**src/rtl/bg_pkg.sv**
```systemverilog
// Shared constants and types for the background index generator.
// Holds the pipeline latency, default image geometry, the per-pixel flag
// bundle carried alongside the ROM address, and the frame-base FSM states.
package bg_pkg;

   // Clocks from a pixel entering the block to its palette index leaving it.
   localparam int BG_LATENCY    = 3;

   localparam int BG_IMG_W_DEF  = 320;
   localparam int BG_IMG_H_DEF  = 240;
   localparam int BG_ADDR_W_DEF = 17;

   // Everything that decides whether a pixel shows bitmap data or blanks to 0.
   typedef struct packed {
      logic in_img;   // x < IMG_W and y < IMG_H
      logic de;       // pixel was in active video
      logic en;       // background enabled for this pixel
      logic synced;   // a frame start has been seen since reset
   } bg_flags_t;

   localparam int BG_FLAGS_W = $bits(bg_flags_t);

   // Frame-base computation state (scroll build only).
   typedef enum logic {
      FB_IDLE,
      FB_CALC
   } fb_state_e;

   function automatic logic bg_flags_show(input bg_flags_t f);
      return f.in_img & f.de & f.en & f.synced;
   endfunction

endpackage

```
**src/rtl/bg_delay_line.sv**
```systemverilog
// Purpose : fixed-depth register pipeline, WIDTH bits wide, DEPTH stages deep.
// Latency : DEPTH clocks from d to q.
// Backpressure: none; shifts every clock.
// Ports   : clk, reset (async active-high, clears every stage), d in, q out.
module bg_delay_line #(
   parameter int WIDTH = 1,
   parameter int DEPTH = 1
) (
   input  logic             clk,
   input  logic             reset,
   input  logic [WIDTH-1:0] d,
   output logic [WIDTH-1:0] q
);

   logic [WIDTH-1:0] stage [DEPTH];

   always_ff @(posedge clk or posedge reset) begin
      if (reset) begin
         for (int i = 0; i < DEPTH; i++) begin
            stage[i] <= '0;
         end
      end else begin
         stage[0] <= d;
         for (int i = 1; i < DEPTH; i++) begin
            stage[i] <= stage[i-1];
         end
      end
   end

   assign q = stage[DEPTH-1];

endmodule

```
**src/rtl/bg_index_gen.sv**
```systemverilog
// Purpose : raster-tracking background bitmap addresser; emits an 8-bit palette
//           index per pixel plus matching video timing.
// Latency : 3 clocks input to bg_index/out_*; no backpressure, one pixel per clock.
// Ports   : clk, reset (async active-high); enable, vid_de/hs/vs in;
//           rom_addr out / rom_data in (ROM has 1 clock read latency);
//           scroll_step in; bg_index, out_de/hs/vs out.
// Option  : define BG_SCROLL_EN for per-frame vertical scrolling by scroll_step
//           lines; without it scroll_step is ignored and every frame starts at 0.
module bg_index_gen
   import bg_pkg::*;
#(
   parameter int IMG_W  = BG_IMG_W_DEF,
   parameter int IMG_H  = BG_IMG_H_DEF,
   parameter int ADDR_W = BG_ADDR_W_DEF
) (
   input  logic              clk,
   input  logic              reset,
   input  logic              enable,
   input  logic              vid_de,
   input  logic              vid_hs,
   input  logic              vid_vs,
   output logic [ADDR_W-1:0] rom_addr,
   input  logic [7:0]        rom_data,
   input  logic [3:0]        scroll_step,
   output logic [7:0]        bg_index,
   output logic              out_de,
   output logic              out_hs,
   output logic              out_vs
);

   localparam int XW = $clog2(IMG_W + 1);
   localparam int YW = $clog2(IMG_H + 1);

   localparam logic [XW-1:0]   X_END     = XW'(IMG_W);
   localparam logic [YW-1:0]   Y_END     = YW'(IMG_H);
   // One extra bit so line_base + IMG_W cannot overflow before the wrap test.
   localparam logic [ADDR_W:0] LINE_STEP = (ADDR_W+1)'(IMG_W);
   localparam logic [ADDR_W:0] IMG_SIZE  = (ADDR_W+1)'(IMG_W * IMG_H);

   logic              vs_prev;
   logic              de_prev;
   logic              synced;
   logic [XW-1:0]     x;
   logic [YW-1:0]     y;
   logic [ADDR_W-1:0] line_base;

   logic              vs_rise;
   logic              de_fall;
   logic              x_in;
   logic              y_in;
   logic [ADDR_W:0]   line_sum;
   logic [ADDR_W-1:0] line_next;
   logic [ADDR_W-1:0] pix_addr;

   // Frame base hand-off from the scroll logic.
   logic              fb_load;
   logic [ADDR_W-1:0] fb_value;

   assign vs_rise   = vid_vs & ~vs_prev;
   assign de_fall   = de_prev & ~vid_de;
   assign x_in      = (x < X_END);
   assign y_in      = (y < Y_END);
   assign line_sum  = {1'b0, line_base} + LINE_STEP;
   // Wrap to the top of the bitmap; only reachable when scrolling or past the last line.
   assign line_next = (line_sum >= IMG_SIZE) ? '0 : line_sum[ADDR_W-1:0];
   assign pix_addr  = line_base + ADDR_W'(x);

   // ------------------------------------------------------------------
   // Raster counters and ROM address
   // ------------------------------------------------------------------
   always_ff @(posedge clk or posedge reset) begin
      if (reset) begin
         vs_prev   <= 1'b0;
         de_prev   <= 1'b0;
         synced    <= 1'b0;
         x         <= '0;
         y         <= '0;
         line_base <= '0;
         rom_addr  <= '0;
      end else begin
         vs_prev <= vid_vs;
         de_prev <= vid_de;

         if (vs_rise) begin
            synced <= 1'b1;
         end

         // Past the right edge the address holds on the last in-image pixel.
         if (vid_de && x_in) begin
            rom_addr <= pix_addr;
         end

         // Frame start wins over everything; the scrolled base (if any)
         // lands later in vertical blank through fb_load.
         if (vs_rise) begin
            line_base <= '0;
         end else if (fb_load) begin
            line_base <= fb_value;
         end else if (de_fall) begin
            line_base <= line_next;
         end

         if (vs_rise) begin
            x <= '0;
            y <= '0;
         end else if (de_fall) begin
            x <= '0;
            if (y_in) begin
               y <= y + YW'(1);
            end
         end else if (vid_de && x_in) begin
            x <= x + XW'(1);
         end
      end
   end

   // ------------------------------------------------------------------
   // Frame base: scroll * IMG_W by repeated addition during vertical blank
   // ------------------------------------------------------------------
`ifdef BG_SCROLL_EN
   localparam int SW = $clog2(IMG_H + 16);

   fb_state_e         fb_state;
   fb_state_e         fb_state_nxt;
   logic [SW-1:0]     scroll;
   logic [SW-1:0]     scroll_nxt;
   logic [SW-1:0]     fb_cnt;
   logic [SW-1:0]     fb_cnt_nxt;
   logic [ADDR_W-1:0] fb_acc;
   logic [ADDR_W-1:0] fb_acc_nxt;
   logic [SW-1:0]     scroll_sum;
   logic [SW-1:0]     scroll_new;

   // scroll < IMG_H and step <= 15, so one conditional subtract is a full modulo.
   assign scroll_sum = scroll + SW'(scroll_step);
   assign scroll_new = (scroll_sum >= SW'(IMG_H)) ? (scroll_sum - SW'(IMG_H)) : scroll_sum;
   assign fb_value   = fb_acc;

   always_ff @(posedge clk or posedge reset) begin
      if (reset) begin
         fb_state <= FB_IDLE;
         scroll   <= '0;
         fb_cnt   <= '0;
         fb_acc   <= '0;
      end else begin
         fb_state <= fb_state_nxt;
         scroll   <= scroll_nxt;
         fb_cnt   <= fb_cnt_nxt;
         fb_acc   <= fb_acc_nxt;
      end
   end

   // The count takes up to IMG_H clocks; vertical blank is always far longer,
   // so the base is loaded before the first active line of the frame.
   always_comb begin
      fb_state_nxt = fb_state;
      scroll_nxt   = scroll;
      fb_cnt_nxt   = fb_cnt;
      fb_acc_nxt   = fb_acc;
      fb_load      = 1'b0;
      if (vs_rise) begin
         scroll_nxt   = scroll_new;
         fb_cnt_nxt   = scroll_new;
         fb_acc_nxt   = '0;
         fb_state_nxt = FB_CALC;
      end else begin
         case (fb_state)
            FB_CALC: begin
               if (fb_cnt == '0) begin
                  fb_load      = 1'b1;
                  fb_state_nxt = FB_IDLE;
               end else begin
                  fb_acc_nxt = fb_acc + ADDR_W'(IMG_W);
                  fb_cnt_nxt = fb_cnt - SW'(1);
               end
            end
            default: begin
               fb_state_nxt = FB_IDLE;
            end
         endcase
      end
   end
`else
   logic unused_scroll_step;

   assign fb_load            = 1'b0;
   assign fb_value           = '0;
   assign unused_scroll_step = ^scroll_step;
`endif

   // ------------------------------------------------------------------
   // Per-pixel flags and timing, delayed to meet rom_data
   // ------------------------------------------------------------------
   bg_flags_t               pix_flags;
   logic [BG_FLAGS_W-1:0]   flags_raw;
   bg_flags_t               flags_q;
   logic [2:0]              sync_q;

   always_comb begin
      pix_flags        = '0;
      pix_flags.in_img = x_in & y_in;
      pix_flags.de     = vid_de;
      pix_flags.en     = enable;
      pix_flags.synced = synced;
   end

   // Flags need one stage less than the timing: the final stage is bg_index itself.
   bg_delay_line #(
      .WIDTH (BG_FLAGS_W),
      .DEPTH (BG_LATENCY - 1)
   ) u_flag_dly (
      .clk   (clk),
      .reset (reset),
      .d     (pix_flags),
      .q     (flags_raw)
   );

   assign flags_q = bg_flags_t'(flags_raw);

   bg_delay_line #(
      .WIDTH (3),
      .DEPTH (BG_LATENCY)
   ) u_sync_dly (
      .clk   (clk),
      .reset (reset),
      .d     ({vid_de, vid_hs, vid_vs}),
      .q     (sync_q)
   );

   assign {out_de, out_hs, out_vs} = sync_q;

   always_ff @(posedge clk or posedge reset) begin
      if (reset) begin
         bg_index <= '0;
      end else begin
         bg_index <= bg_flags_show(flags_q) ? rom_data : 8'h00;
      end
   end

endmodule

```
**config.mk**
```make
export PLATFORM = sky130hd
export DESIGN_NAME = bg_index_gen
export DESIGN_NICKNAME = d
export VERILOG_FILES = /design/src/rtl/bg_pkg.sv /design/src/rtl/bg_delay_line.sv /design/src/rtl/bg_index_gen.sv
export SDC_FILE = /design/constraint.sdc
export NUM_CORES = 1
export LEC_CHECK = 0
export CORE_UTILIZATION = 58
export CTS_BUF_LIST = sky130_fd_sc_hd__clkbuf_16
export CTS_CLUSTER_DIAMETER = 50
export DETAILED_ROUTE_END_ITERATION = 8
export GPL_TIMING_DRIVEN = 0
export PLACE_DENSITY = 0.82
export SYNTH_ARGS = -nofsm -noshare
export SYNTH_HDL_FRONTEND = slang
export SYNTH_SLANG_ARGS = --single-unit
```
**constraint.sdc**
```tcl
create_clock -name clk -period 3.5 [get_ports clk]
set_clock_uncertainty 0.2 [all_clocks]
set_input_delay 0.7 -clock clk [delete_from_list [all_inputs] [get_ports clk]]
set_output_delay 0.7 -clock clk [all_outputs]
set_load 0.005 [all_outputs]
```
==> qor.csv <==
metric,value,unit
rsz0062_at_grt,false,
grt_pass1_wl,11.5,mm
muxShareOfSynthArea,0.00966,
diodes,0,
start_kind,input pin,
fmax,349,MHz
ys_seq_area_frac,0.533,
die_w,76.7,um
power,2440,uW
synth.distinct_cells,51,
netlist_instances,302,
clock_path_buffers,2,
nets,380,
crit_path_end,line_base[10],
grt_pass1_vias,2405,
ctsHoldBuffers,0,
status,finished clean,
fin_cells,429,
crit_buf_inv,1,
synthSimpleGateAreaFrac,0.199,
gp_congestion,0.839,
synth.area.top_cells,"dfrtp_1 (53%), nand2_1 (5.4%), xnor2_1 (4.6%), o21ai_0 (3.4%), xor2_1 (3.2%)",
crit_fanout,8,
gr-total-overflow,0,
critPathLaunch,vid_de,
synth_adder_area_share,0.0309,
vias_per_cell,5.43,
cp_num_cells,7,
yosysTopAreaCell,dfrtp_1,
grt_max_degree,70,
final_hold_viol_count,0,
synth_top_family_by_area,simple AND/OR/NAND/NOR gates,
slowest_stage,nor4_4,
cts.reportedPaths.clkPinSlew,0.06,ns
initial_core_util,0.618,
reg2regPathDepth,7,
busiest_layer,met2,
first_pass_iters,4,
routedWlPerCell,15.1,um
layout_common_cells,"dfrtp_1 (69), nand2_1 (47), clkdlybuf4s50_1 (41)",
power_leakage,0.00173,uW
timing.rr.end,line_base[10],
drtAntennaViolNets,0,
async_reset_ff_frac,1.00,
slew_headroom,0.446,
cp.arrival,2.89,ns
slowest_delay,0.58,ns
synth-main-ff-cell,dfrtp_1,
synthXorXnorAreaFrac,0.0784,
whs,0.146,ns
p_per_area,598,nW/um^2
die_h,76.7,um
worst_pin_slew,0.831,ns
cts.repair.resized,0,
dieArea,5890,um^2
cp-end-kind,register,
postLayoutCellArea,4090,um^2
cts_num_sinks,69,
gr-usage-met1,0.330,
cts_setup_buffers,0,
num_io_pins,46,
layout_commonest_cell,dfrtp_1,
synth.avg_cell_area,10.7,um^2
syn-num-nets,328,
globalRouteMet2Util,0.414,
track_usage,0.251,
hold_path.class,register to register,
rows,26,
port_buffers,41,
drc_errors,0,
period_needed,2.86,ns
worst-endpoint-required,3.52,ns
drt_wl_total,6.48,mm
coreArea,5240,um^2
antenna_found_initial,0,
num_vias,2330,
regToRegStartpoint,line_base[6],
dp.cells,413,
cts_inserted_buffers,9,
tritoncts,built,
num-fill-cells,326,
postPlaceCellArea,3740,um^2
ys_warn_count,0,
synth-compound-area-share,0.122,
path_cells,clkdlybuf4s50_1 > nor2b_1 > nand2_1 > o21bai_1 > nor4_4 > nor2_4 > o311ai_2,
synth_top_area_frac,0.533,
cts_root_buf,clkbuf_16,
cp_top_family,simple AND/OR/NAND/NOR gates,
clkLatencyLatePin,0.33,ns
hpwl,4.36,mm
drive_gt1_frac,0.125,
peakVddDrop,350,uV
syn2layout_area_growth,26.2,%
gr-usage-met3,0.0571,
drtIter0Drc,165,
preCtsSetupSlack,0.351,ns
r2r_slack,0.89,ns
worstSetupPathType,input pin to register,
drv_cap,0,
setup-violations-final,0,
synth.ff_latch_count,69,
cts_max_level,3,
slew_violations,0,
fin_ws,0.638,ns
synth_edf_count,0,
syn_area,3240,um^2
final.period_utilization,0.818,
## synthesized netlist by cell type, types with 2 or more instances
master	n
dfrtp_1	69
a31oi_1	3
nor2_1	24
ha_1	8
a21oi_2	2
o21ai_0	22
a21oi_1	5
buf_2	4
a2111oi_4	2
nand2_1	47
and2_1	14
xnor2_1	17
and4_1	2
nand2b_1	3
o22ai_1	3
or2_2	2
nand4_1	7
xor2_1	12
nand3_1	6
clkbuf_1	6
nor3_1	5
nor2b_1	3
a211oi_1	2
mux2i_1	2
and3_1	3
inv_1	4
## state kept, by name (all words and copies together) (netlist names)
| register | cells |
|---|---|
| y | 8 |
| x | 9 |
| u_sync_dly.stage | 4 |
| rom_addr | 17 |
| u_flag_dly.q | 4 |
| u_flag_dly.stage | 4 |
| line_base | 11 |
| synced | 1 |
| u_sync_dly.q | 3 |
| bg_index | 8 |
## layout make-up
class / instances / area, um^2 / share of cell area
plain buffers: 13 / 68.8 / 0.0168
clock buffers: 9 / 225 / 0.0551
clock inverters: 7 / 121 / 0.0297
inverters: 4 / 17.5 / 0.00429
multi-input cells: 216 / 1430 / 0.349
flip-flops and latches: 69 / 1730 / 0.423
well taps: 70 / 87.6 / 0.0214
repair buffers: 41 / 410 / 0.100
## logic make-up after synthesis
logic type	Yosys count
compound gates	50
xor+xnor	29
fa+ha+maj	8
buf+inv	17
flops	69
mux	3
other cells	1
simple gates	125
## how the worst min path moves through the flow
stage	slack (ns)	from	to	depth (start not counted)
3_3_place_gp	0.13	u_sync_dly.stage[4]	u_sync_dly.q[1]	0
2_1_floorplan	0.13	u_flag_dly.stage[4]	u_flag_dly.q[0]	0
5_1_grt	0.15	u_sync_dly.stage[3]	u_sync_dly.q[0]	0
3_5_place_dp	0.14	u_sync_dly.stage[3]	u_sync_dly.q[0]	0
4_1_cts	0.15	u_sync_dly.stage[3]	u_sync_dly.q[0]	0
6_report	0.15	u_flag_dly.stage[7]	u_flag_dly.q[3]	0
## power breakdown
part           leakage [uW]  internal, uW  switching, uW  total (uW)
clock network      0.000170           700            348        1050
logic              0.000678           202            236         437
registers          0.000887           878           79.6         958
total               0.00173          1780            663        2440
## metal layers
metal | part of all wire | vias up
met5 | 0 | -
met4 | 0.012 | 0
met3 | 0.030 | 10
met2 | 0.50 | 48
met1 | 0.46 | 1137
li1 | - | 1135
## metrics by stage
stage / util / setup TNS (ns)
after global placement: 0.713 / -16.93
after CTS: 0.780 / 0
after floorplan: - / 0
final: 0.780 / 0
after global routing: 0.780 / 0
after detailed placement: 0.714 / 0
No activity file was read; power rests on OpenSTA's default activity.
